File: config.mk
export PLATFORM = sky130hd
export DESIGN_NAME = conv1d_psum_collector
export DESIGN_NICKNAME = d
export VERILOG_FILES = /design/src/rtl/conv1d_psum_collector.sv
export SDC_FILE = /design/constraint.sdc
export NUM_CORES = 1
export LEC_CHECK = 0
export ABC_AREA = 1
export ABC_CLOCK_PERIOD_IN_PS = 5840
export CORE_ASPECT_RATIO = 0.8
export CORE_UTILIZATION = 29
export DETAILED_ROUTE_END_ITERATION = 6
export HOLD_SLACK_MARGIN = 0.1
export PLACE_DENSITY = 0.52
export SETUP_SLACK_MARGIN = 0.2
export SKIP_CTS_REPAIR_TIMING = 1
export SLEW_MARGIN = 5
export SYNTH_ARGS = -nofsm -noshare
export SYNTH_HDL_FRONTEND = slang
export SYNTH_SLANG_ARGS = --single-unit
File: constraint.sdc
create_clock -name clk -period 5.84 [get_ports clk]
set_clock_uncertainty 0.2 [all_clocks]
set_input_delay 1.168 -clock clk [delete_from_list [all_inputs] [get_ports clk]]
set_output_delay 1.168 -clock clk [all_outputs]
set_load 0.005 [all_outputs]
File: src/rtl/conv1d_psum_collector.sv
// Tail of the conv1d PE chain: drops warm-up psums, requantizes kept psums and
// queues them in a first-word-fall-through FIFO for the writeback stage.
module conv1d_psum_collector #(
    parameter int unsigned WIDTH_DATA = 8,
    parameter int unsigned PSUM_W     = 2 * WIDTH_DATA,
    parameter int unsigned NUM_TAPS   = 3,
    parameter int unsigned FIFO_DEPTH = 8
) (
    input  logic                  clk,
    input  logic                  rst_n,
    input  logic                  start,
    input  logic [15:0]           cfg_len,
    input  logic [4:0]            cfg_shift,
    input  logic                  cfg_relu,
    input  logic                  psum_valid,
    input  logic [PSUM_W-1:0]     psum_in,
    output logic                  out_valid,
    output logic [WIDTH_DATA-1:0] out_data,
    input  logic                  out_ready,
    output logic                  busy,
    output logic                  done,
    output logic                  ovf
);

    localparam int unsigned AW    = $clog2(FIFO_DEPTH);
    localparam int unsigned CW    = AW + 1;
    localparam int unsigned LEN_W = 16;
    localparam int unsigned SH_W  = 5;

    localparam logic signed [PSUM_W:0] SAT_MAX = (PSUM_W+1)'((1 << (WIDTH_DATA - 1)) - 1);
    localparam logic signed [PSUM_W:0] SAT_MIN = ~SAT_MAX;

    typedef enum logic [2:0] {
        S_IDLE,
        S_WARMUP,
        S_COLLECT,
        S_FLUSH,
        S_DONE
    } state_t;

    state_t                 state, next_state;
    logic [LEN_W-1:0]       warm_cnt, warm_cnt_d;
    logic [LEN_W-1:0]       kept_cnt, kept_cnt_d;
    logic [LEN_W-1:0]       len_q;
    logic [SH_W-1:0]        shift_q;
    logic                   relu_q;

    logic [WIDTH_DATA-1:0]  mem [FIFO_DEPTH];
    logic [AW-1:0]          rd_ptr, wr_ptr;
    logic [CW-1:0]          count, count_d;
    logic [WIDTH_DATA-1:0]  head_d;
    logic                   full, pop, push, drop;

    logic signed [PSUM_W:0] ext, rnd, rsum, shr;
    logic [WIDTH_DATA-1:0]  q_data;

    // Round half toward +inf, arithmetic shift, optional ReLU, saturate.
    always_comb begin
        ext = {psum_in[PSUM_W-1], psum_in};
        rnd = '0;
        if (shift_q != '0) begin
            rnd = (PSUM_W+1)'(1) << (shift_q - SH_W'(1));
        end
        rsum = ext + rnd;
        shr  = rsum >>> shift_q;
        if (relu_q && shr[PSUM_W]) begin
            shr = '0;
        end
        if (shr > SAT_MAX) begin
            q_data = WIDTH_DATA'(SAT_MAX);
        end else if (shr < SAT_MIN) begin
            q_data = WIDTH_DATA'(SAT_MIN);
        end else begin
            q_data = WIDTH_DATA'(shr);
        end
    end

    assign full = (count == CW'(FIFO_DEPTH));
    assign pop  = out_valid & out_ready;

    // Row sequencing: next state, counters and FIFO push/drop decisions.
    always_comb begin
        next_state = state;
        warm_cnt_d = warm_cnt;
        kept_cnt_d = kept_cnt;
        push       = 1'b0;
        drop       = 1'b0;
        case (state)
            S_IDLE: begin
                if (start) begin
                    warm_cnt_d = '0;
                    kept_cnt_d = '0;
                    if (cfg_len == '0) begin
                        next_state = S_DONE;
                    end else if (NUM_TAPS <= 1) begin
                        next_state = S_COLLECT;
                    end else begin
                        next_state = S_WARMUP;
                    end
                end
            end
            S_WARMUP: begin
                if (psum_valid) begin
                    warm_cnt_d = warm_cnt + LEN_W'(1);
                    if (warm_cnt == LEN_W'(NUM_TAPS - 2)) begin
                        next_state = S_COLLECT;
                    end
                end
            end
            S_COLLECT: begin
                if (psum_valid) begin
                    kept_cnt_d = kept_cnt + LEN_W'(1);
                    if (full && !pop) begin
                        drop = 1'b1;
                    end else begin
                        push = 1'b1;
                    end
                    if (kept_cnt_d == len_q) begin
                        next_state = S_FLUSH;
                    end
                end
            end
            S_FLUSH: begin
                if (count == '0) begin
                    next_state = S_DONE;
                end
            end
            S_DONE:  next_state = S_IDLE;
            default: next_state = S_IDLE;
        endcase
    end

    // Next FIFO head so out_data/out_valid can be registered.
    always_comb begin
        head_d  = out_data;
        count_d = count;
        if (push && !pop) begin
            count_d = count + CW'(1);
        end else if (!push && pop) begin
            count_d = count - CW'(1);
        end
        if (pop) begin
            if (count > CW'(1)) begin
                head_d = mem[AW'(rd_ptr + AW'(1))];
            end else if (push) begin
                head_d = q_data;
            end
        end else if (count == '0 && push) begin
            head_d = q_data;
        end
    end

    always_ff @(posedge clk or negedge rst_n) begin
        if (!rst_n) begin
            state     <= S_IDLE;
            warm_cnt  <= '0;
            kept_cnt  <= '0;
            len_q     <= '0;
            shift_q   <= '0;
            relu_q    <= 1'b0;
            ovf       <= 1'b0;
            busy      <= 1'b0;
            done      <= 1'b0;
            count     <= '0;
            rd_ptr    <= '0;
            wr_ptr    <= '0;
            out_valid <= 1'b0;
            out_data  <= '0;
        end else begin
            state    <= next_state;
            warm_cnt <= warm_cnt_d;
            kept_cnt <= kept_cnt_d;
            busy     <= (next_state != S_IDLE);
            done     <= (next_state == S_DONE);
            if (state == S_IDLE && start) begin
                len_q   <= cfg_len;
                shift_q <= cfg_shift;
                relu_q  <= cfg_relu;
                ovf     <= 1'b0;
            end else if (drop) begin
                ovf <= 1'b1;
            end
            if (push) begin
                wr_ptr <= AW'(wr_ptr + AW'(1));
            end
            if (pop) begin
                rd_ptr <= AW'(rd_ptr + AW'(1));
            end
            count     <= count_d;
            out_valid <= (count_d != '0);
            out_data  <= head_d;
        end
    end

    always_ff @(posedge clk) begin
        if (push) begin
            mem[wr_ptr] <= q_data;
        end
    end

endmodule

==> impl_metrics.py, run 1 <==
metrics = {
    "layout": {
        "area_growth_pct": 17.90,
        "nets": 1201,
        "layout-drive-gt1-share_pct": 7.068,
        "design_area_um2": 10080,
        "diodes": 0,
    },
    "logic_synthesis": {
        "synth-seq-cells": 143,
        "synth_fa_ha_area_share_pct": 3.747,
        "ys_dominant_reg_cell": "dfrtp_1",
        "synth_common_cells": "nand2_1 (318), inv_1 (117), nand3_1 (87)",
        "yosys.cell_types.count": 57,
        "synth_edf_count": 64,
        "synth_top_family_by_area": "simple AND/OR/NAND/NOR gates",
        "synth_cells": 1080,
        "synth_mux_area_share_pct": 0,
        "syn_nets": 1148,
        "yosysMostFrequentCell": "nand2_1",
        "yosysWarnings": 0,
        "synthSimpleGateAreaFrac_pct": 28.86,
        "yosysTopAreaCell": "dfrtp_1",
        "synth_top_area_share_pct": 23.12,
        "seq_area_frac_synth_pct": 45.60,
        "avgSynthCellArea_um2": 7.916,
        "syn-cell-area_um2": 8549,
        "synth_compound_gate_area_share_pct": 11.50,
        "synth-async-reset-ratio_pct": 55.24,
        "ys_top_cells_by_area": "dfrtp_1 (23%), edfxtp_1 (22%), nand2_1 (14%)",
        "synth_xor_area_share_pct": 3.073,
    },
    "run": {
        "drv_cap": 0,
    },
    "route": {
        "drc": 0,
        "wire_per_inst_um": 15.06,
        "num_vias": 7313,
        "dr.pass1.iters": 5,
        "drt_iter0_drc": 378,
        "viasPerCell": 4.824,
        "drt_wl_total_um": 22840,
        "antenna_left": 0,
    },
    "die": {
        "die_height_um": 155.6,
        "num_io_pins": 55,
        "die_area_um2": 30180,
        "core_region_area_um2": 28630,
        "start_util_pct": 29.86,
        "die_x_um": 194.0,
        "row_count": 55,
    },
    "critical_path": {
        "rrSetupSlack_ns": 1.06,
        "critical_path_arrival_ns": 4.81,
        "crit_top_cell": "nand2_1",
        "critPathCaptureType": "register",
        "cp-start-kind": "register",
        "cp_top_family": "simple AND/OR/NAND/NOR gates",
        "cp_data_required_time_ns": 5.87,
        "cpPeakStageDelay_ns": 0.66,
        "critPathMaxFanout": 22,
        "r2r_cells": 24,
        "r2r-start": "shift_q[0]",
        "crit_type": "reg2reg",
        "r2r-end": "mem[3][0]",
        "path_buf_inv": 2,
        "cpMaxStageDelayCell": "dfrtp_1",
        "path_cells": "nor2_1 > nand3_1 > a32o_1 > nor2_1 > ha_1 > inv_1 > fa_1 > inv_1 > nand3_1 > nand3_1 > nand2_1 > nand2_2 > nand2_4 > nand3b_4 > nand2_8 > nor2_4 > a21oi_2 > nor2_1 > nand2_1 > nor2_1 > nand3_1 > nand2_1 > nand2_1 > nand2_1",
    },
    "power_and_ir_drop": {
        "power_mw": 5.120,
        "p_comb_share_pct": 48.2,
        "clkPwrFrac_pct": 21.0,
        "irDropWorstVdd_mv": 0.2372,
        "p_leak_nw": 4.425,
        "p_per_area_nw_per_um2": 508.0,
        "power_switching_share_pct": 43.96,
        "seqPwrFrac_pct": 30.8,
        "switching_power_mw": 2.251,
        "p_int_mw": 2.870,
    },
    "hold_path": {
        "hold_end": "out_data[6]",
        "min-delay-path-class": "reg2reg",
        "worstHoldStart": "out_data[6]",
        "hold_depth": 2,
    },
    "placement": {
        "place_congestion": 0.8666,
        "portBuffers": 54,
        "dp_slack_ns": 1.059,
        "dp_hpwl_um": 16470,
        "place_area_um2": 9504,
    },
    "timing": {
        "max_slew_margin_pct": 27.04,
        "final.min_clock_period_ns": 4.778,
        "slew_violations": 0,
        "worst_slack_ns": 1.062,
        "worstMarginPinSlew_ns": 1.093,
        "rsz0062_at_grt": "no",
        "max_freq_ghz": 0.2093,
        "finalHoldViolations": 0,
        "post-route-period-util_pct": 81.82,
        "setup_viol": 0,
        "tns_ns": 0,
    },
    "global_routing": {
        "grt_pass1_vias": 7130,
        "grt.total_usage_pct": 15.74,
        "overflow": 0,
        "antenna_found_initial": 0,
        "grt_pass1_wl_um": 37170,
        "grt_start_max_net_pins": 79,
    },
    "clocking": {
        "ctsHtreeMaxLevel": 4,
        "cts_buffers": 17,
        "cts_tree": "done",
        "clockRootBuffer": "clkbuf_16",
        "clock_sinks": 143,
        "clockBufferDepth": 2,
        "clock_latency_ns": 0.43,
        "clkTransAtPathRegs_ns": 0.06,
    },
    "outcome": {
        "status": "finished clean",
    },
}
## logic make-up (layout without fill, tap and decap cells)
family / count (synthesis) / count (layout)
AOI/OAI and AO/OA: 163 / 163
xor gates and xnor gates: 30 / 30
adders and majority gates: 25 / 25
buffers and inverters: 160 / 226
DFF: 143 / 143
and+or+nand+nor: 559 / 559
## through the flow
step,hold WS [ns],instances,utilization [%]
5_1_grt,0.3054,1516,35.21
6_report,0.2882,1516,35.21
2_1_floorplan,0.2570,1080,-
3_5_place_dp,0.2708,1484,33.20
4_1_cts,0.2847,1516,35.21
3_3_place_gp,0.2726,1484,33.20
## how the worst max path moves through the flow
| stage | start | end | slack [ns] | cells after the start |
|---|---|---|---|---|
| after detailed placement | psum_in[0] | mem[0][0] | 1.06 | 21 |
| final | shift_q[0] | mem[3][0] | 1.06 | 24 |
| after global routing | shift_q[0] | mem[2][0] | 0.58 | 24 |
| after global placement | psum_in[0] | mem[4][5] | 1.16 | 21 |
| after floorplan | shift_q[0] | mem[0][4] | 1.70 | 30 |
| after CTS | shift_q[1] | mem[6][0] | 1.10 | 24 |
## tightest hold or removal path: stages (launching register included)
cell	delay, ns
dfrtp_1	0.35
nand2_1	0.05
nand2_1	0.05
## placed cells by master, fill, tap and decap left out, types with 3 or more instances in the layout
master / instances
a21oi_1: 51
clkinv_2: 4
clkinv_1: 4
o22ai_1: 9
nor2_2: 4
ha_1: 24
xor2_1: 22
nand2_2: 6
o21ai_1: 3
nand3_1: 87
and2_1: 4
o31a_1: 7
a31oi_1: 4
nand4_1: 9
nand2_4: 4
clkdlybuf4s50_1: 53
a221oi_1: 14
o211ai_1: 3
o21ai_0: 54
dfrtp_1: 79
nor3_1: 10
nor2_1: 85
o221ai_1: 3
inv_2: 8
clkbuf_16: 18
nor4_1: 12
buf_4: 13
nand2_1: 318
clkbuf_1: 3
inv_1: 117
xnor2_1: 8
edfxtp_1: 64
nand3_2: 4
## layout make-up
cell class	count	area (µm²)
fillers	2988	18550
flip-flops and latches	143	3899
multi-input cells	777	4034
well taps	370	462.9
clock buffers	21	461.7
clock inverters	11	113.9
repair buffers	66	628.1
inverters	128	480.5
## registers in the layout, indices dropped and copies added, names as in the netlist, 3 cells and up
name      flops
count         4
kept_cnt     16
len_q        16
mem          64
out_data      8
rd_ptr        3
shift_q       5
state         3
warm_cnt     16
wr_ptr        3
## metal layers
metal,global-route usage (%),vias to the layer above,wire (µm)
li1,-,3704,-
met1,21.85,3430,11510
met2,25.06,157,10090
met3,2.832,22,975
met4,4.497,0,259
met5,0,-,0
## power groups by stage
stage	clock, mW	combinational (mW)	sequential [mW]
4_1_cts	1.10	2.48	1.58
2_1_floorplan	0	1.78	1.52
5_1_grt	1.14	2.80	1.61
3_3_place_gp	0	2.47	1.60
6_report	1.08	2.47	1.58
3_5_place_dp	0	2.47	1.59
(Power assumes the default switching activity.)
==> run 2, diff against run 1 <==
--- a/config.mk
+++ b/config.mk
@@ -6,7 +6,7 @@
 export NUM_CORES = 1
 export LEC_CHECK = 0
 export ABC_AREA = 1
-export ABC_CLOCK_PERIOD_IN_PS = 5840
+export ABC_CLOCK_PERIOD_IN_PS = 4400
 export CORE_ASPECT_RATIO = 0.8
 export CORE_UTILIZATION = 29
 export DETAILED_ROUTE_END_ITERATION = 6
==> constraint.sdc (replaced) <==
create_clock -name clk -period 4.4 [get_ports clk]
set_clock_uncertainty 0.2 [all_clocks]
set_input_delay 0.88 -clock clk [delete_from_list [all_inputs] [get_ports clk]]
set_output_delay 0.88 -clock clk [all_outputs]
set_load 0.005 [all_outputs]
==> run 2 against run 1 <==
Compared with the run above:
- die area did not move
- combinational power rose by 46%
- largest cell class unchanged
- non-clock buffer count rose by 28
- cell area rose by 3.2%
- count of clock-buffer cells in the layout fell by 4
- via count rose by 0.40%
- register-to-register slack got worse by 0.51 ns
- critical path type unchanged
- sequential share of layout area fell by 1.2 points
- clock power rose by 40%
- first-iteration DRC count rose by 17%
- setup slack got worse by 0.51 ns
==> impl_metrics.py, run 2 (synthesis gave the netlist of run 1 again) <==
metrics = {
    "placement": {
        "place_area_um2": 9707,
        "place_congestion": 0.8812,
        "portBuffers": 54,
        "dp_hpwl_um": 16730,
    },
    "layout": {
        "multi_input_area_um2": 4103,
        "seqCellArea_um2": 3899,
        "nets": 1230,
        "layout_common_cells": "nand2_1 (311), inv_1 (114), nand3_1 (86), nor2_1 (82), dfrtp_1 (79)",
        "layout-drive-gt1-share_pct": 11.15,
        "area_growth_pct": 21.66,
        "fillers": 2949,
        "largest_reg_flops": 64,
        "diodes": 0,
        "top_register": "mem",
        "final_common_cell": "nand2_1",
        "design_area_um2": 10400,
    },
    "route": {
        "dr.pass1.iters": 5,
        "num_vias": 7342,
        "drt_wl_total_um": 23390,
        "viasPerCell": 4.752,
        "drt_iter0_drc": 443,
        "wire_per_inst_um": 15.14,
        "antenna_left": 0,
        "drc": 0,
    },
    "timing": {
        "max_freq_ghz": 0.2599,
        "worstMarginPinSlew_ns": 1.096,
        "post-route-period-util_pct": 87.43,
        "slew_violations": 0,
        "max_slew_margin_pct": 26.84,
        "setup_viol": 0,
        "finalHoldViolations": 0,
        "final.min_clock_period_ns": 3.847,
        "tns_ns": 0,
        "rsz0062_at_grt": "no",
    },
    "critical_path": {
        "startpoint": "shift_q[0]",
        "worstSetupEndpoint": "mem[1][2]",
        "critPathCaptureType": "register",
        "path_buf_inv": 2,
        "cp_data_required_time_ns": 4.36,
        "cpMaxStageDelayCell": "dfrtp_1",
        "crit_top_cell": "nand2_1",
        "r2r-start": "shift_q[0]",
        "critPathMaxFanout": 8,
        "rrSetupSlack_ns": 0.55,
        "cp_num_cells": 27,
        "cpPeakStageDelay_ns": 0.40,
        "crit_type": "reg2reg",
        "cp_top_family": "simple AND/OR/NAND/NOR gates",
        "critical_path_arrival_ns": 3.81,
        "r2r-end": "mem[1][2]",
        "r2r_cells": 27,
        "cp-start-kind": "register",
    },
    "global_routing": {
        "grt.total_usage_pct": 15.91,
        "overflow": 0,
        "grt_use_met3_pct": 2.464,
        "gr-usage-met1_pct": 23.12,
        "use_met2_pct": 24.63,
        "grt_start_max_net_pins": 59,
        "grt_pass1_wl_um": 37750,
        "antenna_found_initial": 0,
        "grt_pass1_vias": 7152,
        "grt.busiest_layer": "met2",
    },
    "power_and_ir_drop": {
        "p_leak_nw": 4.607,
        "p_per_area_nw_per_um2": 688.7,
        "irDropWorstVdd_mv": 0.2463,
    },
    "die": {
        "num_io_pins": 55,
        "row_count": 55,
        "die_height_um": 155.6,
        "die_x_um": 194.0,
        "start_util_pct": 29.86,
        "core_region_area_um2": 28630,
        "die_area_um2": 30180,
    },
    "clocking": {
        "clkTransAtPathRegs_ns": 0.07,
        "clock_sinks": 143,
        "clockBufferDepth": 2,
        "cts_tree": "done",
        "clock_latency_ns": 0.43,
        "ctsHtreeMaxLevel": 4,
        "clockRootBuffer": "clkbuf_16",
        "cts_buffers": 17,
    },
    "run": {
        "drv_cap": 0,
    },
    "outcome": {
        "status": "finished clean",
    },
    "hold_path": {
        "min-delay-path-class": "reg2reg",
    },
}
run 2: metrics by stage:
stage	power, mW	util [%]	std cells	worst slack, ns	hold slack, ns
after floorplan	4.391	-	1080	0.2556	0.2570
after global placement	5.553	33.91	1511	0.1109	0.2705
after detailed placement	5.557	33.91	1511	0.09231	0.2741
after CTS	7.090	36.05	1543	0.2859	0.2946
after global routing	7.744	36.33	1545	0.2324	0.3158
final	7.164	36.33	1545	0.5529	0.2832
run 2: how the worst min path moves through the flow:
stage / from / to / slack [ns] / depth (start not counted)
floorplan: rd_ptr[1] / rd_ptr[1] / 0.26 / 2
global placement: out_data[3] / out_data[3] / 0.27 / 2
detailed placement: out_data[4] / out_data[4] / 0.27 / 2
CTS: out_data[1] / out_data[1] / 0.29 / 2
global route: rd_ptr[1] / rd_ptr[1] / 0.32 / 2
finish: out_data[1] / out_data[1] / 0.28 / 2
run 2: layout make-up:
cell class | count | share of cell area, %
Multi-Input combinational cell | 778 | 39.44
Sequential cell | 143 | 37.48
Timing Repair Buffer | 94 | 8.096
Inverter | 128 | 4.619
Tap cell | 370 | 4.451
Clock buffer | 17 | 4.090
Clock inverter | 15 | 1.816
run 2: power breakdown:
part	internal, mW	leakage, nW	total (mW)	switching, mW
Sequential	1.85	1.59	2.04	0.191
Clock	0.868	0.305	1.51	0.644
Combinational	1.27	2.72	3.61	2.34
run 2: worst register-to-register path, cell delays in order, from the launching register on:
cell	delay, ns
dfrtp_1	0.40
nor2_2	0.15
nand3_1	0.10
a32o_2	0.28
nor2_1	0.11
ha_1	0.17
inv_1	0.06
fa_2	0.36
inv_2	0.08
nand3_1	0.08
nand3_2	0.11
nand2_1	0.09
nand2_2	0.10
nand2_4	0.06
nand2_2	0.07
nand2_4	0.07
nand2_8	0.09
nand2_4	0.05
nand2_1	0.08
nand2_1	0.06
nand2_1	0.11
nand2_1	0.06
nor2_1	0.10
nand2_1	0.07
nand2_1	0.07
nand2_2	0.12
nand2_4	0.16
nand2_2	0.12
run 2: metal layers:
layer	part of all wire (%)	wire (µm)
met1	52	12130
met2	44	10230
met3	3.4	785
met4	1.0	239
met5	0	0
